`src/rtl/pipelined_adder.sv`:
```
// pipelined_adder: WIDTH-bit add/subtract split into STAGES chunks, one chunk
// resolved per clock, with an elastic valid/ready handshake on both sides.
module pipelined_adder #(
  parameter int WIDTH  = 32,
  parameter int STAGES = 4
) (
  input  logic             clk,
  input  logic             rst,
  input  logic             in_valid,
  output logic             in_ready,
  input  logic [WIDTH-1:0] a,
  input  logic [WIDTH-1:0] b,
  input  logic             cin,
  input  logic             sub,
  output logic             out_valid,
  input  logic             out_ready,
  output logic [WIDTH-1:0] s,
  output logic             cout,
  output logic             ovf
);

  localparam int CHUNK = WIDTH / STAGES;

  if (STAGES < 1 || STAGES > WIDTH || (WIDTH % STAGES) != 0) begin : g_bad_params
    $error("pipelined_adder: STAGES must be in 1..WIDTH and divide WIDTH");
  end

  // Stage registers: valid, partial result, running carry, operands still to add
  logic [STAGES-1:0] v_q;
  logic [STAGES-1:0] c_q;
  logic [WIDTH-1:0]  r_q [STAGES];
  logic [WIDTH-1:0]  a_q [STAGES];
  logic [WIDTH-1:0]  b_q [STAGES];
  logic              ovf_q;

  // Inputs seen by each stage (stage 0 from the ports, stage k from stage k-1)
  logic [STAGES-1:0] src_v;
  logic [STAGES-1:0] src_c;
  logic [WIDTH-1:0]  src_r [STAGES];
  logic [WIDTH-1:0]  src_a [STAGES];
  logic [WIDTH-1:0]  src_b [STAGES];

  // Next-state values computed by each stage
  logic [STAGES-1:0] c_d;
  logic [WIDTH-1:0]  r_d [STAGES];
  logic              ovf_d;
  logic [CHUNK-1:0]  sum_c;

  // Load enables: a stage may be overwritten when empty or when it drains onward
  logic [STAGES-1:0] en;

  // Ready chain, evaluated from the output back towards the input
  always_comb begin
    en = '0;
    en[STAGES-1] = !v_q[STAGES-1] || out_ready;
    for (int unsigned k = STAGES - 1; k > 0; k--) begin
      en[k-1] = !v_q[k-1] || en[k];
    end
  end

  assign in_ready = en[0];

  // Route each stage's inputs; stage 0 forms effective b and carry-in
  always_comb begin
    src_v    = '0;
    src_c    = '0;
    src_v[0] = in_valid;
    src_c[0] = sub | cin;
    src_r[0] = '0;
    src_a[0] = a;
    src_b[0] = sub ? ~b : b;
    for (int unsigned k = 1; k < STAGES; k++) begin
      src_v[k] = v_q[k-1];
      src_c[k] = c_q[k-1];
      src_r[k] = r_q[k-1];
      src_a[k] = a_q[k-1];
      src_b[k] = b_q[k-1];
    end
  end

  // Per-stage chunk add; overflow uses the carry into the MSB recovered from the top bit
  always_comb begin
    c_d   = '0;
    sum_c = '0;
    for (int unsigned k = 0; k < STAGES; k++) begin
      {c_d[k], sum_c} = {1'b0, src_a[k][k*CHUNK +: CHUNK]}
                      + {1'b0, src_b[k][k*CHUNK +: CHUNK]}
                      + {{CHUNK{1'b0}}, src_c[k]};
      r_d[k] = src_r[k];
      r_d[k][k*CHUNK +: CHUNK] = sum_c;
    end
    ovf_d = (r_d[STAGES-1][WIDTH-1] ^ src_a[STAGES-1][WIDTH-1] ^ src_b[STAGES-1][WIDTH-1])
          ^ c_d[STAGES-1];
  end

  // Pipeline registers; data only loads with a valid op so the last result stays put
  always_ff @(posedge clk or posedge rst) begin
    if (rst) begin
      v_q   <= '0;
      c_q   <= '0;
      ovf_q <= 1'b0;
      for (int unsigned k = 0; k < STAGES; k++) begin
        r_q[k] <= '0;
        a_q[k] <= '0;
        b_q[k] <= '0;
      end
    end else begin
      for (int unsigned k = 0; k < STAGES; k++) begin
        if (en[k]) begin
          v_q[k] <= src_v[k];
          if (src_v[k]) begin
            c_q[k] <= c_d[k];
            r_q[k] <= r_d[k];
            a_q[k] <= src_a[k];
            b_q[k] <= src_b[k];
          end
        end
      end
      if (en[STAGES-1] && src_v[STAGES-1]) begin
        ovf_q <= ovf_d;
      end
    end
  end

  assign out_valid = v_q[STAGES-1];
  assign s         = r_q[STAGES-1];
  assign cout      = c_q[STAGES-1];
  assign ovf       = ovf_q;

endmodule

```
`config.mk`:
```
export PLATFORM = sky130hd
export DESIGN_NAME = pipelined_adder
export DESIGN_NICKNAME = d
export VERILOG_FILES = /design/src/rtl/pipelined_adder.sv
export SDC_FILE = /design/constraint.sdc
export NUM_CORES = 1
export LEC_CHECK = 0
export BUFFER_PORTS_ARGS = -buffer_cell sky130_fd_sc_hd__buf_2
export CAP_MARGIN = 20
export CELL_PAD_IN_SITES_DETAIL_PLACEMENT = 1
export CELL_PAD_IN_SITES_GLOBAL_PLACEMENT = 2
export CORE_MARGIN = 5
export CORE_UTILIZATION = 36
export DETAILED_ROUTE_END_ITERATION = 7
export GPL_ROUTABILITY_DRIVEN = 0
export GPL_TIMING_DRIVEN = 0
export PLACE_DENSITY_LB_ADDON = 0.08
export SYNTH_ARGS = -nofsm -noshare
export SYNTH_HDL_FRONTEND = slang
export SYNTH_SLANG_ARGS = --single-unit
```
`constraint.sdc`:
```
create_clock -name clk -period 5.8 [get_ports clk]
set_input_delay 0.58 -clock clk [delete_from_list [all_inputs] [get_ports clk]]
set_output_delay 0.58 -clock clk [all_outputs]
set_load 0.02 [all_outputs]
```
=== After elaboration in Yosys (flattened, before gate mapping) ===
Index checks and enable logic that the tools add are counted.

* Register bits: 281
* Bits of input ports: 70
* Output and inout port bits: 36
* Logic and storage cells: 46

* $add $sub $neg: 8
* Mux-type cells: 1
* Bitwise operators: 5
* Reduce and logical (&&, ||, !) cells: 13

{| class="wikitable"
|+ Operators by type and width
! kind !! count
|-
| $add A8 B8 Y9 || 4
|-
| $add A9 B1 Y9 || 4
|-
| $mux W32 || 1
|-
| $not A32 Y32 || 1
|-
| $reduce_and A2 Y1 || 4
|-
| $logic_not A1 Y1 || 4
|-
| $logic_or A1 B1 Y1 || 4
|-
| $xor A1 B1 Y1 || 3
|-
| $logic_and A1 B1 Y1 || 1
|-
| $or A1 B1 Y1 || 1
|}

=== Longest topological paths before layout ===
* Depth after elaboration: 6
* Depth in mapped cells: 13
* Mapped depth without buffers: 11

=== Least setup slack after synthesis ===
Ideal clock, no wire load.

* Kind: input-to-reg
* Start: in sub
* End: reg r_q (netlist bit r_d[71])
* Setup time: 95 ps
* Arrival time: 2786 ps
* Required time: 5705 ps
* Path slack: 2919 ps
* Stages on the path: 11
* Cells stage by stage: buf_2 -> buf_2 -> or2_2 -> fa_1 -> a21o_1 -> a21o_1 -> a21oi_2 -> nor2b_1 -> o311a_1 -> o21a_1 -> o31ai_1

* Word-level cells in the longest chain between the ends: 3
* Elaborated cells between the ends (all ways): 4
* Those cells by class: 2 x add/sub; 1 x mux; 1 x bitwise

{| class="wikitable"
|+ RTL lines
! element !! line !! text
|-
| from (decl) || 14 || <nowiki>input logic sub,</nowiki>
|-
| $mux W32 || 71 || <nowiki>src_b[0] = sub ? ~b : b;</nowiki>
|-
| $add A8 B8 Y9 || 87 || <nowiki>+ {1'b0, src_b[k][k*CHUNK +: CHUNK]}</nowiki>
|-
| $add A9 B1 Y9 (*) || 88 || <nowiki>+ {{CHUNK{1'b0}}, src_c[k]};</nowiki>
|-
| to (signal, indexed assignment) || 113 || <nowiki>r_q[k] <= r_d[k];</nowiki>
|-
| to (decl) || 31 || <nowiki>logic [WIDTH-1:0] r_q [STAGES];</nowiki>
|}

Every way passes the cells marked *; elsewhere a longest branch is shown, timed or not.
A chain may end at the register's enable or synchronous reset.

=== Worst setup path in the final report ===
* Start: in sub
* End: reg r_q (netlist bit r_d[70])

Same word-level chain as after synthesis.

==> metrics.txt <==
# TYPE chip_impl_metric gauge
chip_impl_info{name="timing.critical_path.cells",value="buf_2, buf_2, or2_2, fa_1, inv_1, fa_1, nor2b_1, o21ai_0, nand2b_1, a21o_1, a21o_1, xnor2_1, o21ai_0"} 1
chip_impl_metric{name="core",unit="mm^2"} 0.0226
chip_impl_metric{name="die_width",unit="um"} 161
chip_impl_metric{name="ir_worst_vdd",unit="V"} 0.000190
chip_impl_metric{name="area_growth",unit="%"} 19.0
chip_impl_metric{name="synthMuxAreaShare",unit="%"} 17.2
chip_impl_info{name="setup_repair_after_global_routing_missed_its_margin",value="false"} 1
chip_impl_metric{name="critical_path_peak_fanout",unit=""} 10
chip_impl_metric{name="place_hpwl",unit="um"} 13700
chip_impl_info{name="startpoint",value="sub"} 1
chip_impl_metric{name="num_io_pins",unit=""} 106
chip_impl_metric{name="final_antenna_net_count",unit=""} 0
chip_impl_info{name="critPathSlowestCell",value="fa_1"} 1
chip_impl_metric{name="power.density",unit="mW/mm^2"} 492
chip_impl_metric{name="final-hold-violation-count",unit=""} 0
chip_impl_metric{name="timing.critical_path.required",unit="ns"} 6.07
chip_impl_metric{name="synthXorXnorAreaFrac",unit="%"} 6.17
chip_impl_metric{name="worst_slew_margin_rel",unit="%"} 37.7
chip_impl_metric{name="detailed_route_wire_length_per_cell",unit="um"} 17.7
chip_impl_metric{name="first_global_vias",unit=""} 5791
chip_impl_info{name="critical_path.endpoint_type",value="flop"} 1
chip_impl_metric{name="post-route-min-period",unit="ns"} 2.78
chip_impl_metric{name="avgViaCountPerCell",unit=""} 4.83
chip_impl_info{name="crit_path_start_kind",value="input port"} 1
chip_impl_metric{name="worst-path-buf-inv",unit=""} 3
chip_impl_metric{name="synth.top_cell.area_share",unit="%"} 56.2
chip_impl_metric{name="postRouteWirelength",unit="um"} 18800
chip_impl_info{name="timing.rr.start",value="c_q[2]$_DFFE_PP0P_"} 1
chip_impl_metric{name="routed-wl-met2",unit="um"} 9530
chip_impl_metric{name="maximum_number_of_pins_on_one_net_before_global_route_repair",unit=""} 131
chip_impl_metric{name="netlist-cell-type-count",unit=""} 34
chip_impl_info{name="outcome",value="finished, final reports clean"} 1
chip_impl_info{name="combinational_family_with_the_most_area_after_synthesis",value="multiplexers"} 1
chip_impl_metric{name="cts.hold.buffers_added",unit=""} 0
chip_impl_info{name="top_signal_layer_used",value="met4"} 1
chip_impl_metric{name="synth_warnings",unit=""} 0
chip_impl_metric{name="post-cts-setup-buffer-count",unit=""} 0
chip_impl_metric{name="cts_num_sinks",unit=""} 185
chip_impl_metric{name="clkLatencyLatePin",unit="ns"} 0.42
chip_impl_info{name="synth.top_cells.by_area",value="dfrtp_1 (56%), mux2_2 (17%), ha_1 (4.3%)"} 1
chip_impl_metric{name="drc_violation_count_after_routing",unit=""} 0
chip_impl_metric{name="synth_simple_gate_area_share",unit="%"} 4.74
chip_impl_info{name="tritoncts",value="done"} 1
chip_impl_metric{name="port_buffers",unit=""} 104
chip_impl_metric{name="synth_compound_gate_area_share",unit="%"} 7.05
chip_impl_metric{name="initial_utilization",unit="%"} 36.5
chip_impl_info{name="cell_type_contributing_the_most_total_cell_area_after_synthesis",value="dfrtp_1"} 1
chip_impl_metric{name="syn-instance-count",unit=""} 640
chip_impl_metric{name="antenna_violations_before_repair",unit=""} 0
chip_impl_metric{name="fmax",unit="MHz"} 360
chip_impl_info{name="hold_path.class",value="in -> async"} 1
chip_impl_metric{name="antennaDiodeCount",unit=""} 0
chip_impl_metric{name="post_route_hold_slack",unit="ns"} 0.169
chip_impl_metric{name="detailedRoute.firstPassIterationCount",unit=""} 4
chip_impl_metric{name="fp-row-count",unit=""} 55
chip_impl_metric{name="die-area",unit="mm^2"} 0.0260
chip_impl_metric{name="tritoncts_buffer_count",unit=""} 17
chip_impl_info{name="cts-root-buf",value="clkbuf_16"} 1
chip_impl_metric{name="drt_first_iter_violations",unit=""} 132
chip_impl_metric{name="drv.max_cap_violation_count",unit=""} 0
chip_impl_metric{name="finalSetupViolCount",unit=""} 0
chip_impl_metric{name="synth-seq-area-share",unit="%"} 56.2
chip_impl_info{name="setup.worst_path.class",value="in -> reg"} 1
chip_impl_metric{name="dr_total_vias",unit=""} 5122
chip_impl_metric{name="max_slew.worst_pin.slew",unit="ns"} 0.935
chip_impl_metric{name="met3WireLength",unit="um"} 472
chip_impl_metric{name="synth.ff_latch_count",unit=""} 185
chip_impl_metric{name="post_route_cells_drive_above_1_share",unit="%"} 36.7
chip_impl_metric{name="final-max-slew-violation-count",unit=""} 0
chip_impl_metric{name="timing.critical_path.slowest_cell_delay",unit="ns"} 0.42
chip_impl_metric{name="cts_resized",unit=""} 0
chip_impl_metric{name="ctsLongestPathBuffers",unit=""} 2
chip_impl_metric{name="power.leakage",unit="nW"} 4.55
chip_impl_metric{name="avgSynthCellArea",unit="um^2"} 12.9
chip_impl_metric{name="design.final.nets",unit=""} 870
chip_impl_metric{name="synth.cell_area",unit="mm^2"} 0.00824
chip_impl_metric{name="track_usage",unit="%"} 14.9
chip_impl_info{name="worst_path_dominant_cell_family",value="adder cells"} 1
chip_impl_metric{name="number_of_nets_in_the_synthesized_netlist",unit=""} 746
chip_impl_metric{name="layout_worst_path_cycle_share",unit="%"} 47.8
chip_impl_metric{name="final.setup_skew",unit="ns"} 0.00805
chip_impl_metric{name="ctsHtreeMaxLevel",unit=""} 4
chip_impl_metric{name="met1_length",unit="um"} 8650
chip_impl_metric{name="adder_cell_share_of_the_synthesized_area",unit="%"} 6.20
chip_impl_metric{name="grt_first_pass_wirelength",unit="um"} 30800
chip_impl_metric{name="clkSlewWorstSetupHoldPaths",unit="ns"} 0.06
chip_impl_metric{name="globalRouteOverflowTotal",unit=""} 0
chip_impl_metric{name="worst_ep_arrival_time",unit="ns"} 3.05
chip_impl_metric{name="die_h",unit="um"} 161
chip_impl_metric{name="post-layout-total-power",unit="W"} 0.00482
## path summary, 6_finish.rpt
check / end / depth (start not counted) / slack (ns)
min in group clk: a_q[114]$_DFFE_PP0P_ / 2 / 0.38
max in group asynchronous: a_q[83]$_DFFE_PP0P_ / 3 / 4.67
hold reg to reg: s[31]$_DFFE_PP0P_ / 2 / 0.47
setup / recovery: r_d[70]$_DFFE_PP0P_ / 13 / 3.02
hold / removal: r_d[3]$_DFFE_PP0P_ / 2 / 0.17
setup reg to reg: ovf$_DFFE_PP0P_ / 10 / 3.38
## routing by layer
layer  GRT usage (%)  vias to the layer above
met5               0                        -
met4            3.96                        0
met3            2.60                       11
met2            25.7                       68
met1            19.5                     2601
li1                -                     2442
## sequential cells by signal, indices dropped and copies added (netlist names)
signal and flops:
v_q 4, c_q 4, b_q 48, r_d 48, a_q 48, ovf 1
s 32
## synth_stat cells, drive strengths merged
cell type and n:
dfrtp 185, mux2 125, nand2 60, o21ai 54, xnor2 40, ha 28, inv 20, xor2 18
buf 17, a21oi 16, a21o 12, clkbuf 11, fa 8, nand2b 8, nand3 5, nor2b 5
or2 5, o21bai 4, nor2 3, o311ai 3, a211o 2, a31oi 2, nor3 2, a41oi 1
mux2i 1, nand4 1, o2111ai 1, o21a 1, o311a 1, o31ai 1
## cells in the final DEF, fill, tap and decap left out, types with 5 or more instances in the layout
master,n
nand2_1,60
xor2_1,18
buf_2,119
dfrtp_1,185
xnor2_1,40
or2_2,5
inv_1,19
a21oi_1,13
a21o_1,12
mux2_2,125
nor2b_1,5
clkbuf_16,17
nand3_1,5
clkbuf_1,11
fa_1,8
nand2b_1,8
bufinv_16,5
ha_1,28
o21ai_0,52
## area by class of cell
| cell class | instances | area [um^2] |
|---|---|---|
| repair buffers | 105 | 548 |
| plain buffers | 28 | 124 |
| fillers | 2407 | 12800 |
| clock buffers | 18 | 439 |
| well taps | 285 | 357 |
| inverters | 20 | 82.6 |
| flip-flops and latches | 185 | 4630 |
| multi-input cells | 407 | 3410 |
| clock inverters | 13 | 216 |
## through the flow
stage | std cells | instance area [um^2] | worst slack, ns | utilization, % | TNS [ns]
2_1_floorplan | 640 | 8240 | 0.191 | - | 0
3_3_place_gp | 1029 | 9110 | -1.90 | 40.4 | -347.42
3_5_place_dp | 1030 | 9150 | 2.53 | 40.5 | 0
4_1_cts | 1061 | 9800 | 3.00 | 43.4 | 0
5_1_grt | 1061 | 9800 | 2.87 | 43.4 | 0
6_report | 1061 | 9800 | 3.02 | 43.4 | 0
## cell families after synthesis
family | Yosys count
AOI/OAI and AO/OA | 98
and+or+nand+nor | 89
adders and majority gates | 36
xor gates and xnor gates | 58
DFF | 185
buffers and inverters | 48
muxes | 126
## where the power goes
| group | total [W] | internal, W | switching, W |
|---|---|---|---|
| clock network | 0.00129 | 0.000781 | 0.000506 |
| logic | 0.00155 | 0.000757 | 0.000792 |
| registers | 0.00199 | 0.00174 | 0.000249 |
| total | 0.00482 | 0.00328 | 0.00155 |
Power figures use the tool's default switching activity.
